--- src/rtl/tenkey_scanner.sv ---
// tenkey_scanner: synchronises and debounces raw keypad lines into a one-hot tenkey code.
// Ports: clk, reset (async high), sw_raw[9:0] in; tenkey[9:0], key_code[3:0], key_valid, multi_err, busy out.
// Optional auto-repeat while a key is held: define TENKEY_REPEAT_EN.
module tenkey_scanner #(
  parameter int unsigned DEBOUNCE_CYCLES = 16,
  parameter int unsigned CNT_W           = 8,
  parameter int unsigned REPEAT_CYCLES   = 200
) (
  input  logic       clk,
  input  logic       reset,
  input  logic [9:0] sw_raw,
  output logic [9:0] tenkey,
  output logic [3:0] key_code,
  output logic       key_valid,
  output logic       multi_err,
  output logic       busy
);

  if (DEBOUNCE_CYCLES < 1 || DEBOUNCE_CYCLES > (2**CNT_W - 1)) begin : g_db_chk
    $error("DEBOUNCE_CYCLES out of range");
  end
  if (REPEAT_CYCLES < 1 || REPEAT_CYCLES > (2**CNT_W - 1)) begin : g_rp_chk
    $error("REPEAT_CYCLES out of range");
  end

  typedef enum logic [1:0] {
    IDLE,
    DEBOUNCE,
    PRESSED,
    RELEASE
  } state_e;

  localparam logic [CNT_W-1:0] DB_LAST = CNT_W'(DEBOUNCE_CYCLES - 1);
`ifdef TENKEY_REPEAT_EN
  localparam logic [CNT_W-1:0] RP_LAST = CNT_W'(REPEAT_CYCLES - 1);
`endif

  state_e            state_q, state_d;
  logic [9:0]        meta_q, sync_q;
  logic [CNT_W-1:0]  cnt_q, cnt_d;
  logic [9:0]        cand_q, cand_d;
  logic [9:0]        tenkey_q, tenkey_d;
  logic [3:0]        code_q, code_d;
  logic              valid_q, valid_d;
  logic              multi_q;

  logic              sync_multi;
  logic              sync_one;
  logic [3:0]        cand_enc;

  // Clearing the lowest set bit leaves something only when 2+ bits are set.
  assign sync_multi = |(sync_q & (sync_q - 10'd1));
  assign sync_one   = (sync_q != '0) && !sync_multi;

  // Candidate is one-hot whenever it is encoded, so a plain scan suffices.
  always_comb begin
    cand_enc = '0;
    for (int i = 0; i < 10; i++) begin
      if (cand_q[i]) cand_enc = 4'(i);
    end
  end

  always_comb begin
    state_d  = state_q;
    cnt_d    = cnt_q;
    cand_d   = cand_q;
    tenkey_d = tenkey_q;
    code_d   = code_q;
    valid_d  = 1'b0;
    unique case (state_q)
      IDLE: begin
        if (sync_one) begin
          cand_d  = sync_q;
          cnt_d   = '0;
          state_d = DEBOUNCE;
        end
      end
      DEBOUNCE: begin
        if (sync_q != cand_q) begin
          cnt_d   = '0;
          state_d = IDLE;
        end else if (cnt_q == DB_LAST) begin
          cnt_d    = '0;
          tenkey_d = cand_q;
          code_d   = cand_enc;
          valid_d  = 1'b1;
          state_d  = PRESSED;
        end else begin
          cnt_d = cnt_q + CNT_W'(1);
        end
      end
      PRESSED: begin
        if (sync_q != cand_q) begin
          tenkey_d = '0;
          cnt_d    = '0;
          state_d  = RELEASE;
        end else begin
`ifdef TENKEY_REPEAT_EN
          if (cnt_q == RP_LAST) begin
            cnt_d   = '0;
            valid_d = 1'b1;
          end else begin
            cnt_d = cnt_q + CNT_W'(1);
          end
`else
          cnt_d = cnt_q;
`endif
        end
      end
      RELEASE: begin
        if (sync_q != '0) begin
          cnt_d = '0;
        end else if (cnt_q == DB_LAST) begin
          cnt_d   = '0;
          state_d = IDLE;
        end else begin
          cnt_d = cnt_q + CNT_W'(1);
        end
      end
      default: state_d = IDLE;
    endcase
  end

  always_ff @(posedge clk or posedge reset) begin
    if (reset) begin
      meta_q   <= '0;
      sync_q   <= '0;
      state_q  <= IDLE;
      cnt_q    <= '0;
      cand_q   <= '0;
      tenkey_q <= '0;
      code_q   <= '0;
      valid_q  <= 1'b0;
      multi_q  <= 1'b0;
    end else begin
      meta_q   <= sw_raw;
      sync_q   <= meta_q;
      state_q  <= state_d;
      cnt_q    <= cnt_d;
      cand_q   <= cand_d;
      tenkey_q <= tenkey_d;
      code_q   <= code_d;
      valid_q  <= valid_d;
      multi_q  <= sync_multi;
    end
  end

  assign tenkey    = tenkey_q;
  assign key_code  = code_q;
  assign key_valid = valid_q;
  assign multi_err = multi_q;
  assign busy      = (state_q != IDLE);

endmodule

--- config.mk ---
export PLATFORM = sky130hd
export DESIGN_NAME = tenkey_scanner
export DESIGN_NICKNAME = d
export VERILOG_FILES = /design/src/rtl/tenkey_scanner.sv
export SDC_FILE = /design/constraint.sdc
export NUM_CORES = 1
export LEC_CHECK = 0
export CORE_MARGIN = 1
export CORE_UTILIZATION = 50
export DETAILED_ROUTE_END_ITERATION = 8
export PLACE_DENSITY_LB_ADDON = 0.2
export SYNTH_ARGS = -nofsm -noshare
export SYNTH_HDL_FRONTEND = slang
export SYNTH_SLANG_ARGS = --single-unit
export TNS_END_PERCENT = 100
--- constraint.sdc ---
create_clock -name clk -period 3.6 [get_ports clk]
set_input_delay 1.08 -clock clk [delete_from_list [all_inputs] [get_ports clk]]
set_output_delay 1.08 -clock clk [all_outputs]
set_load 0.02 [all_outputs]
==> After elaboration in Yosys (flattened, before gate mapping) <==
Index checks and enable logic that the tools add are counted.
{ "word_totals": {"reg_bits": 56, "latchBits": 0, "ramBits": 0, "mem_bits_ro": 0, "inputBits": 12, "out_inout_bits": 17, "wordCells": 66, "n_memories": 0} }
{ "classes": {"addsub": 2, "n_mul": 0, "div": 0, "order_cmp": 0, "n_eq_ne": 12, "shift": 0, "n_mux": 29, "n_bitwise": 2, "n_reduce_logical": 12} }
{ "op_table": {"columns": ["operator", "n"], "rows": [
  ["$mux 8", 5],
  ["$mux 4", 8],
  ["$pmux 8 s4", 1],
  ["$mux 10", 3],
  ["$pmux 10 s2", 1],
  ["$mux 2", 6],
  ["$ne 2x2->1 const B", 6],
  ["$and 10x10->10", 1],
  ["$ne 10x10->1", 1],
  ["$reduce_bool 10->1", 1],
  ["$reduce_or 10->1", 1],
  ["$sub 10x1->10 const B", 1],
  ["$add 8x1->8 const B", 1],
  ["$eq 8x4->1 const B", 1],
  ["$pmux 2 s4", 1],
  ["$reduce_and 5->1", 1],
  ["$eq 2x2->1 const B", 2],
  ["$mux 1", 4],
  ["$reduce_and 2->1", 2],
  ["$reduce_and 4->1", 1],
  ["$reduce_bool 2->1", 2],
  ["$ne 3x3->1 const B", 1],
  ["$reduce_and 3->1", 1],
  ["$eq 2x1->1 const B", 1],
  ["other kinds (4)", 4]
]} }

==> Longest topological paths before layout <==
Gate-level depths: netlist (run 1).
{ "logic_depth": {"depth_word": 9, "depth_mapped": 9, "depth_no_buf": 7} }

==> Least setup slack after synthesis (run 1) <==
OpenSTA, ideal clock, no wires.
{ "synth_path": {"path_type": "reg2reg", "startpoint": "reg sync_q[1]", "endpoint": "reg cand_q[0]", "setup_ns": 0.125, "arrival_ns": 2.140, "required_ns": 3.475, "path_slack_ns": 1.335, "stages_incl_launch_ff": 7, "n_path_buf": 1, "period_less_slack_ns": 2.265, "path_cell_list": "dfrtp_1 -> or4_4 -> nor4b_2 -> a31oi_2 -> a211oi_2 -> buf_6 -> mux2_4"} }
{ "synth_via": {"elab_chain_len": 6, "elab_cells_between_ends": 7, "classes_between": "add/sub (1); bitwise (1); reduce/logical (5)"} }
{ "synth_lines": {"columns": ["element", "line_no", "rtl"], "rows": [
  ["start: declaration", "39", "logic [9:0] meta_q, sync_q;"],
  ["start signal: assignment", "137", "sync_q <= meta_q;"],
  ["$sub 10x1->10", "52", "assign sync_multi = |(sync_q & (sync_q - 10'd1));"],
  ["$and 10x10->10", "52", null],
  ["$reduce_or 10->1", "52", null],
  ["$logic_not 1->1", "53", "assign sync_one = (sync_q != '0) && !sync_multi;"],
  ["$logic_and 1x1->1 *", "53", null],
  ["$reduce_and 2->1 (no line) *", null, null],
  ["end signal: assignment", "140", "cand_q <= cand_d;"],
  ["end: declaration", "41", "logic [9:0] cand_q, cand_d;"]
]} }
Mark *: on every way between the ends. The rest lies on a longest branch, timed or not.
A chain may end at the register's enable or synchronous reset.

==> summary.md, run 1 <==
| Metric | Value |
|---|---|
| Placed Cells | 263 |
| PostCTS Resize Cnt | 0 |
| Total track usage | 18.9% |
| Synth Warn # | 0 |
| Mux contribution to synthesized area | 6.14% |
| Worst setup EP type | output port |
| Static Leak | 1.21 nW |
| Via/cell ratio | 5.75 |
| CTS Buf Count | 5 |
| Main combinational cell family by area after synthesis | compound AO/OA/AOI/OAI gates |
| Chip width | 71.7 um |
| Via count of the first global-routing pass | 1490 |
| Crit share post-route | 78.5% |
| Setup tns final | 0 ns |
| Fmax | 354 MHz |
| Final nets | 231 |
| Post-synthesis xor/xnor area fraction | 5.42% |
| Slew of the pin with the lowest slew margin | 0.690 ns |
| Placed cell area | 2740 sq um |
| EDFF count, synth | 0 |
| Post-DRT Antenna Nets | 0 |
| Required time worst endpoint | 2.52 ns |
| GRT overflow | 0 |
| Max cap viols | 0 |
| Row count | 24 |
| Final Non-Filler Cells | 271 |
| DRC violations left | 0 |
| Die Area | 5130 sq um |
| Area growth syn-to-layout | 16.5% |
| Setup Buffers After CTS | 0 |
| Clk buf depth | 2 |
| Post-synthesis simple-gate area fraction | 11.1% |
| Final setup violation count | 0 |
| Tmin final | 2.83 ns |
| Finished Core Util | 62.7% |
| Synth Area per Inst | 12.8 sq um |
| Crit-path max FO | 9 |
| Core Region | 4500 sq um |
| Multi-input combinational cell area | 948 sq um |
| Pwr Density | 416 nW/um^2 |
| Final total power | 1.18 mW |
| Count of buffers from port buffering | 28 |
| Die Y | 71.7 um |
| I/O pins | 29 |
| Sink Count | 56 |
| GP Congestion | 0.834 |
| Register area share after synthesis | 57.8% |
| Synth Area in Adders | 1.34% |
| CTS tree | done |
| Fin Hold WS | 0.355 ns |
| Cell Area, Synth | 2430 sq um |
| # fillers | 363 |
| CTS clk-pin slew, worst paths | 0.09 ns |
| Worst slew margin | 54.0% |
| RSZ-0062 raised after global routing | no |
| Vias | 1558 |
| Clk_lat worst skew | 0.30 ns |
| CP arrival | 1.75 ns |
| Post-synthesis compound-gate area fraction | 15.1% |
| Synth async-reset ratio | 100% |
| Initial DRC Count | 110 |
| DR WL/cell | 15.8 um |
| Ys flop type | dfrtp_1 |
| Worst Slack Setup Final | 0.773 ns |
| Initial antenna violation count | 0 |
| CTS H-tree lvls | 2 |
| First drt pass iteration count | 4 |
| Clock root cell | clkbuf_8 |
| Slew Limit Fails | 0 |
| Type of origin of the critical path | register |
| Yosys reg bits | 56 |
| Hold Crit Class | reg2reg |
| Run status | finished, final reports clean |
| # diodes | 0 |
| Endpoints failing hold | 0 |
| First-pass GRT wire length | 7330 um |
| Clock skew | 0.0104 ns |
| Initial Util | 53.9% |
| VDD IR max | 0.290 mV |
| Critical path class | reg2out |
| # hold bufs at CTS | 0 |
| Pre-CTS setup slack | 1.10 ns |
| Post-Route WL | 4280 um |
| Count of cell types in the netlist | 47 |
| Mapped Cells | 189 |
| Hpwl dp | 2960 um |
| Post-synthesis net count | 202 |
| Share of cells above drive strength 1 | 14.2% |
| Final instance area | 2830 sq um |
| Sequential cell area | 1400 sq um |
| Pin count of the biggest net entering global routing | 57 |
## cell type report
cell class	count	share of cell area (%)
Clock buffer	7	2.70
Timing Repair Buffer	31	10.7
Inverter	6	0.797
Tap cell	52	2.30
Multi-Input combinational cell	118	33.6
Clock inverter	1	0.310
Sequential cell	56	49.6
## layer usage
layer	vias up	global-route usage (%)	routed length, um
met5	-	0	0
met4	0	6.54	36
met3	4	2.95	137
met2	33	29.9	2080
met1	778	26.9	2030
li1	743	-	-
## sequential cells by signal (all words and copies together), names as in the netlist, named ones only
| signal | cells |
|---|---|
| sync_q | 10 |
| state_q | 1 |
| cand_q | 10 |
| key_valid | 1 |
| tenkey | 10 |
| meta_q | 10 |
| cnt_q | 8 |
| key_code | 4 |
| multi_err | 1 |
## path summary, 6_finish.rpt
kind | startpoint | end | slack (ns) | cells past startpoint
hold / removal | meta_q[3] | sync_q[3] | 0.36 | 0
setup / recovery | register | busy | 0.77 | 2
setup reg to reg | sync_q[1] | cnt_q[0] | 1.13 | 6
min in group asynchronous | reset | meta_q[9] | 1.26 | 3
max in group asynchronous | reset | meta_q[6] | 1.86 | 3
hold reg to reg | meta_q[3] | sync_q[3] | 0.36 | 0
## cell usage in the layout, fill, tap and decap left out, types with 2 or more instances in the layout
master	instances
nand3_1	5
nand2_1	6
a31oi_2	2
clkbuf_1	2
xnor2_1	11
maj3_1	2
a22o_1	14
buf_4	3
clkbuf_8	5
nand4_1	3
clkdlybuf4s50_1	28
nand3b_1	2
dfrtp_1	56
a21oi_1	5
mux2_2	3
o21ai_0	6
mux2_4	7
inv_1	5
and3_1	2
o21bai_1	2
nor2_1	10
xor2_1	4
a21o_1	4
a211oi_2	2
nor3_1	4
or3_1	2
a211oi_1	2
## Yosys cell counts, types with 2 or more instances
cell	count	share of area [%]
a211oi_1	2	0.62
a211oi_2	2	1.0
a21o_1	4	1.2
a21oi_1	5	1.0
a22o_1	14	5.1
a31oi_2	2	1.0
and3_1	2	0.52
buf_2	3	0.62
buf_6	2	0.93
clkbuf_1	3	0.46
dfrtp_1	56	58
inv_1	6	0.93
maj3_1	2	0.83
mux2_2	3	1.4
mux2_4	7	4.3
nand2_1	6	0.93
nand3_1	5	1.0
nand3b_1	2	0.62
nand4_1	3	0.77
nor2_1	10	1.5
nor3_1	4	0.83
o21ai_0	6	1.2
o21bai_1	2	0.62
or3_1	2	0.52
xnor2_1	11	4.0
xor2_1	4	1.4
## power by group
group | switching, mW | internal [mW] | total, mW
combinational | 0.0646 | 0.0724 | 0.137
sequential | 0.0520 | 0.660 | 0.712
clock | 0.188 | 0.139 | 0.327
total | 0.304 | 0.872 | 1.18
## cells by family after synthesis
family	count (synthesis)
AO/OA/AOI/OAI	45
XOR/XNOR	15
adder cells (fa/ha/maj)	3
buffers and inverters	15
flip-flops	56
multiplexers	11
AND/OR/NAND/NOR	44
## critical path: stages, from the launching register on
cell	delay (ns)
dfrtp_1	0.53
or2_2	0.38
clkdlybuf4s50_1	0.55
Note: power is estimated with default switching activity, not from simulation.
==> run 2: changes to the inputs <==
--- a/config.mk
+++ b/config.mk
@@ -6,7 +6,7 @@
 export NUM_CORES = 1
 export LEC_CHECK = 0
 export CORE_MARGIN = 1
-export CORE_UTILIZATION = 50
+export CORE_UTILIZATION = 49
 export DETAILED_ROUTE_END_ITERATION = 8
 export PLACE_DENSITY_LB_ADDON = 0.2
 export SYNTH_ARGS = -nofsm -noshare
==> constraint.sdc (replaced) <==
create_clock -name clk -period 2.5 [get_ports clk]
set_input_delay 0.75 -clock clk [delete_from_list [all_inputs] [get_ports clk]]
set_output_delay 0.75 -clock clk [all_outputs]
set_load 0.02 [all_outputs]
==> run 2 against run 1 <==
Effect of this change: die area rose by 2.0%; sequential power rose by 42%; clock skew rose by 0.0013 ns; combinational power rose by 68%; hold slack got worse by 0.0023 ns; first-iteration DRC count fell by 20%; final area rose by 3.1%; wire length rose by 3.4%; clock-buffer cell count fell by 1; total power rose by 44%; critical path type is now reg2reg; critical endpoint is now cand_q[9]; largest power group unchanged.
==> summary.md, run 2 (synthesized netlist as in run 1, its figures left out) <==
| Metric | Value |
|---|---|
| Post-Route WL | 4430 um |
| Logic pwr share | 13.6% |
| Crit-path cells | or4_4 -> nor4b_2 -> a31oi_2 -> a211oi_2 -> buf_4 -> mux2_2 |
| Clock root cell | clkbuf_8 |
| Finished Core Util | 61.3% |
| Slew Limit Fails | 0 |
| # diodes | 0 |
| Hold Crit Class | reg2reg |
| Endpoints failing hold | 0 |
| Sw frac | 25.6% |
| GP Congestion | 0.797 |
| CTS H-tree lvls | 2 |
| Hpwl dp | 3230 um |
| Clock share of power | 26.6% |
| RSZ-0062 raised after global routing | no |
| Area growth syn-to-layout | 20.1% |
| Critical path class | reg2reg |
| Sink Count | 56 |
| DR WL/cell | 15.2 um |
| Die Area | 5240 sq um |
| I/O pins | 29 |
| Max cap viols | 0 |
| Static Leak | 1.25 nW |
| Net Sw Power | 0.434 mW |
| Worst path top cell family by delay | simple AND/OR/NAND/NOR gates |
| Post-DRT Antenna Nets | 0 |
| # fillers | 403 |
| CP arrival | 2.58 ns |
| Tmin final | 2.39 ns |
| Most common cell after layout, fill and taps aside | dfrtp_1 |
| Setup tns final | 0 ns |
| CTS Buf Count | 5 |
| Core Region | 4750 sq um |
| CTS clk-pin slew, worst paths | 0.09 ns |
| Initial Util | 51.0% |
| Required time worst endpoint | 2.69 ns |
| CTS tree | done |
| Setup Buffers After CTS | 0 |
| Initial DRC Count | 88 |
| Via/cell ratio | 5.54 |
| CP bufs+invs | 1 |
| Vias | 1619 |
| Clk_lat worst skew | 0.30 ns |
| First drt pass iteration count | 4 |
| Run status | finished, final reports clean |
| Fmax | 418 MHz |
| Slowest stage delay, CP | 0.60 ns |
| Seq pwr share | 59.8% |
| Worst setup EP type | register |
| GRT overflow | 0 |
| # hold bufs at CTS | 0 |
| Most frequent cells in the layout | 56 x dfrtp_1, 28 x clkdlybuf4s50_1, 14 x a22o_1, 11 x xnor2_1, 10 x nor2_1 |
| VDD IR max | 0.381 mV |
| Final Non-Filler Cells | 292 |
| First-pass GRT wire length | 7570 um |
| Via count of the first global-routing pass | 1543 |
| Initial antenna violation count | 0 |
| PostCTS Resize Cnt | 0 |
| Internal | 1.26 mW |
| DRC violations left | 0 |
| Worst slew margin | 62.3% |
| Placed Cells | 285 |
| Final setup violation count | 0 |
| Crit share post-route | 95.6% |
| Type of origin of the critical path | register |
| Slowest-stage cell, CP | or4_4 |
| Slew of the pin with the lowest slew margin | 0.563 ns |
| Total track usage | 19.1% |
| Share of cells above drive strength 1 | 16.9% |
| Pwr Density | 581 nW/um^2 |
| Clk buf depth | 2 |
| Crit-path max FO | 12 |
| Final total power | 1.69 mW |
| Pin count of the biggest net entering global routing | 57 |
| Die Y | 72.4 um |
| Row count | 25 |
| Final nets | 238 |
| Count of buffers from port buffering | 28 |
| Chip width | 72.4 um |
| Clock skew | 0.0117 ns |
-- run 2: changes by cell type in the layout (fill, tap and decap cells not counted) --
cell and delta:
buf_4 +5, buf_12 +2, clkbuf_1 -1, clkinv_2 +1
clkinv_4 -1
-- run 2: path summary, 6_finish.rpt --
path | from | endpoint | slack (ns) | depth (start not counted)
max reg2reg | sync_q[1] | cand_q[9] | 0.11 | 6
max in group asynchronous | reset | cnt_q[5] | 1.44 | 3
max | sync_q[1] | cand_q[9] | 0.11 | 6
min reg2reg | meta_q[5] | sync_q[5] | 0.35 | 0
min | meta_q[5] | sync_q[5] | 0.35 | 0
min in group asynchronous | reset | cnt_q[1] | 0.79 | 3
-- run 2: per-layer routing --
metal | vias up | GRT usage (%) | part of all wire [%] | routed length (um)
li1 | 757 | - | - | -
met1 | 814 | 26.3 | 45 | 2000
met2 | 38 | 30.2 | 50 | 2230
met3 | 10 | 4.72 | 2.7 | 119
met4 | 0 | 5.45 | 1.8 | 79
met5 | - | 0 | 0 | 0
-- run 2: metrics by stage --
stage | instance area, sq um | hold slack (ns) | worst slack [ns]
floorplan | 2430 | 0.331 | 0.235
global placement | 2840 | 0.333 | 0.219
detailed placement | 2840 | 0.336 | 0.133
CTS | 2910 | 0.356 | 0.122
global route | 2910 | 0.360 | 0.000382
finish | 2910 | 0.353 | 0.109
-- run 2: power groups by stage --
stage / Sequential [mW] / Clock (mW) / Combinational (mW)
6_report: 1.01 / 0.451 / 0.230
5_1_grt: 1.02 / 0.509 / 0.256
4_1_cts: 1.01 / 0.467 / 0.232
3_5_place_dp: 1.03 / 0 / 0.231
3_3_place_gp: 1.03 / 0 / 0.225
2_1_floorplan: 1.01 / 0 / 0.166
-- run 2: area by class of cell --
type	count	area, sq um	area share, %
Sequential cell	56	1400	48.1
Multi-Input combinational cell	118	948	32.5
Timing Repair Buffer	38	380	13.1
Tap cell	67	83.8	2.88
Clock buffer	6	72.6	2.49
Inverter	6	22.5	0.773
Clock inverter	1	5.00	0.172
==> run 3: changes to the inputs <==
--- a/config.mk
+++ b/config.mk
@@ -6,7 +6,7 @@
 export NUM_CORES = 1
 export LEC_CHECK = 0
 export CORE_MARGIN = 1
-export CORE_UTILIZATION = 49
+export CORE_UTILIZATION = 50
 export DETAILED_ROUTE_END_ITERATION = 8
 export PLACE_DENSITY_LB_ADDON = 0.2
 export SYNTH_ARGS = -nofsm -noshare
==> constraint.sdc (replaced) <==
create_clock -name clk -period 2.31 [get_ports clk]
set_input_delay 0.693 -clock clk [delete_from_list [all_inputs] [get_ports clk]]
set_output_delay 0.693 -clock clk [all_outputs]
set_load 0.02 [all_outputs]
==> run 3 against run 2 <==
Effect of this change: flip-flop and latch count is the same; wire length up 5.5%; die area down 2.0%; via count rose by 2.3%; critical path depth did not move; largest cell class unchanged.
==> summary.md, run 3 (synthesized netlist as in run 1, its figures left out) <==
| Metric | Value |
|---|---|
| Tmin final | 2.26 ns |
| Total track usage | 20.3% |
| Sink Count | 56 |
| Core Region | 4500 sq um |
| Initial Util | 53.9% |
| Final nets | 252 |
| Via count of the first global-routing pass | 1679 |
| M1 WL | 2140 um |
| Worst slew margin | 62.6% |
| CTS Buf Count | 5 |
| Chip width | 71.7 um |
| First drt pass iteration count | 4 |
| DR WL/cell | 16.0 um |
| Initial antenna violation count | 0 |
| Clk_lat worst skew | 0.31 ns |
| Final total power | 2.01 mW |
| Final instance area | 3030 sq um |
| CP arrival | 2.46 ns |
| Slew Limit Fails | 0 |
| Met2 Wirelength | 2360 um |
| Clock skew | 0.0113 ns |
| Type of origin of the critical path | register |
| Final setup violation count | 0 |
| Crit-path max FO | 11 |
| RSZ-0062 raised after global routing | yes |
| Post-DRT Antenna Nets | 0 |
| Clk buf depth | 2 |
| Slew of the pin with the lowest slew margin | 0.547 ns |
| Critical path class | reg2reg |
| Hpwl dp | 3400 um |
| Row count | 24 |
| Most frequent cells in the layout | 56 x dfrtp_1, 27 x clkdlybuf4s50_1, 22 x buf_4, 14 x a22o_1, 11 x xnor2_1 |
| GP Congestion | 0.789 |
| Initial DRC Count | 94 |
| GRT overflow | 0 |
| Die Area | 5130 sq um |
| Run status | finished, final reports clean |
| Vias | 1657 |
| Pin count of the biggest net entering global routing | 57 |
| Static Leak | 1.36 nW |
| I/O pins | 29 |
| Most common cell after layout, fill and taps aside | dfrtp_1 |
| Max cap viols | 0 |
| Multi-input combinational cell area | 953 sq um |
| # hold bufs at CTS | 0 |
| Sequential cell area | 1400 sq um |
| # diodes | 0 |
| Count of buffers from port buffering | 28 |
| # fillers | 338 |
| Via/cell ratio | 5.67 |
| CTS clk-pin slew, worst paths | 0.10 ns |
| DRC violations left | 0 |
| Die Y | 71.7 um |
| Placed cell area | 2900 sq um |
| Fmax | 443 MHz |
| Pwr Density | 663 nW/um^2 |
| Required time worst endpoint | 2.51 ns |
| Hold Crit Class | reg2reg |
| Share of cells above drive strength 1 | 22.5% |
| CTS H-tree lvls | 2 |
| Endpoints failing hold | 0 |
| Crit share post-route | 97.6% |
| VDD IR max | 0.418 mV |
| Max layer used | met4 |
| Clock root cell | clkbuf_8 |
| Post-Route WL | 4670 um |
| Met3 wire len | 125 um |
| Worst setup EP type | register |
| Area growth syn-to-layout | 24.9% |
| First-pass GRT wire length | 7970 um |
| CTS tree | done |
## run 3: area by class of cell
cell class	instances	share of cell area, %
clock buffers	6	2.40
clock inverters	2	1.16
inverters	6	0.743
multi-input cells	118	31.5
flip-flops and latches	56	46.3
well taps	52	2.15
repair buffers	52	15.8
## run 3: path summary, 6_finish.rpt
check	start	end	slack [ns]	depth (start not counted)
min in group asynchronous	reset	meta_q[8]	0.73	3
max reg2reg	sync_q[1]	cand_q[8]	0.05	6
min reg2reg	meta_q[2]	sync_q[2]	0.35	0
max	sync_q[1]	cand_q[8]	0.05	6
max in group asynchronous	reset	sync_q[3]	1.32	3
min	meta_q[2]	sync_q[2]	0.35	0
## run 3: what timing repair did
action | CTS | global route
gates resized for setup | 0 | 3
endpoints found under the setup margin | 0 | 24
setup buffers | 0 | 2
## run 3: through the flow
step           hold WS [ns]  TNS [ns]  util, %  cells  worst slack (ns)
6_report              0.353         0     67.3    292            0.0550
5_1_grt               0.374   -0.0447     67.3    292           -0.0171
4_1_cts               0.356         0     66.7    290            0.0192
3_5_place_dp          0.335         0     64.3    282            0.0272
3_3_place_gp          0.334         0     64.3    282            0.0849
2_1_floorplan         0.331         0        -    189            0.0446
## run 3: power by group
group          leakage, nW  switching [mW]  internal [mW]
clock network       0.0552           0.310          0.322
registers            0.725          0.0491           1.03
logic                0.577           0.148          0.150
## run 3: metal layers
metal	vias to the layer above	track usage, %
met5	-	0
met4	0	5.88
met3	4	4.64
met2	32	33.6
met1	834	27.0
li1	787	-
## run 3: critical path, cell delays in order (launching register included)
cell	delay, ns
dfrtp_1	0.38
or4_4	0.58
nor4b_2	0.30
a31oi_2	0.08
a211oi_2	0.26
buf_6	0.20
mux2_2	0.35
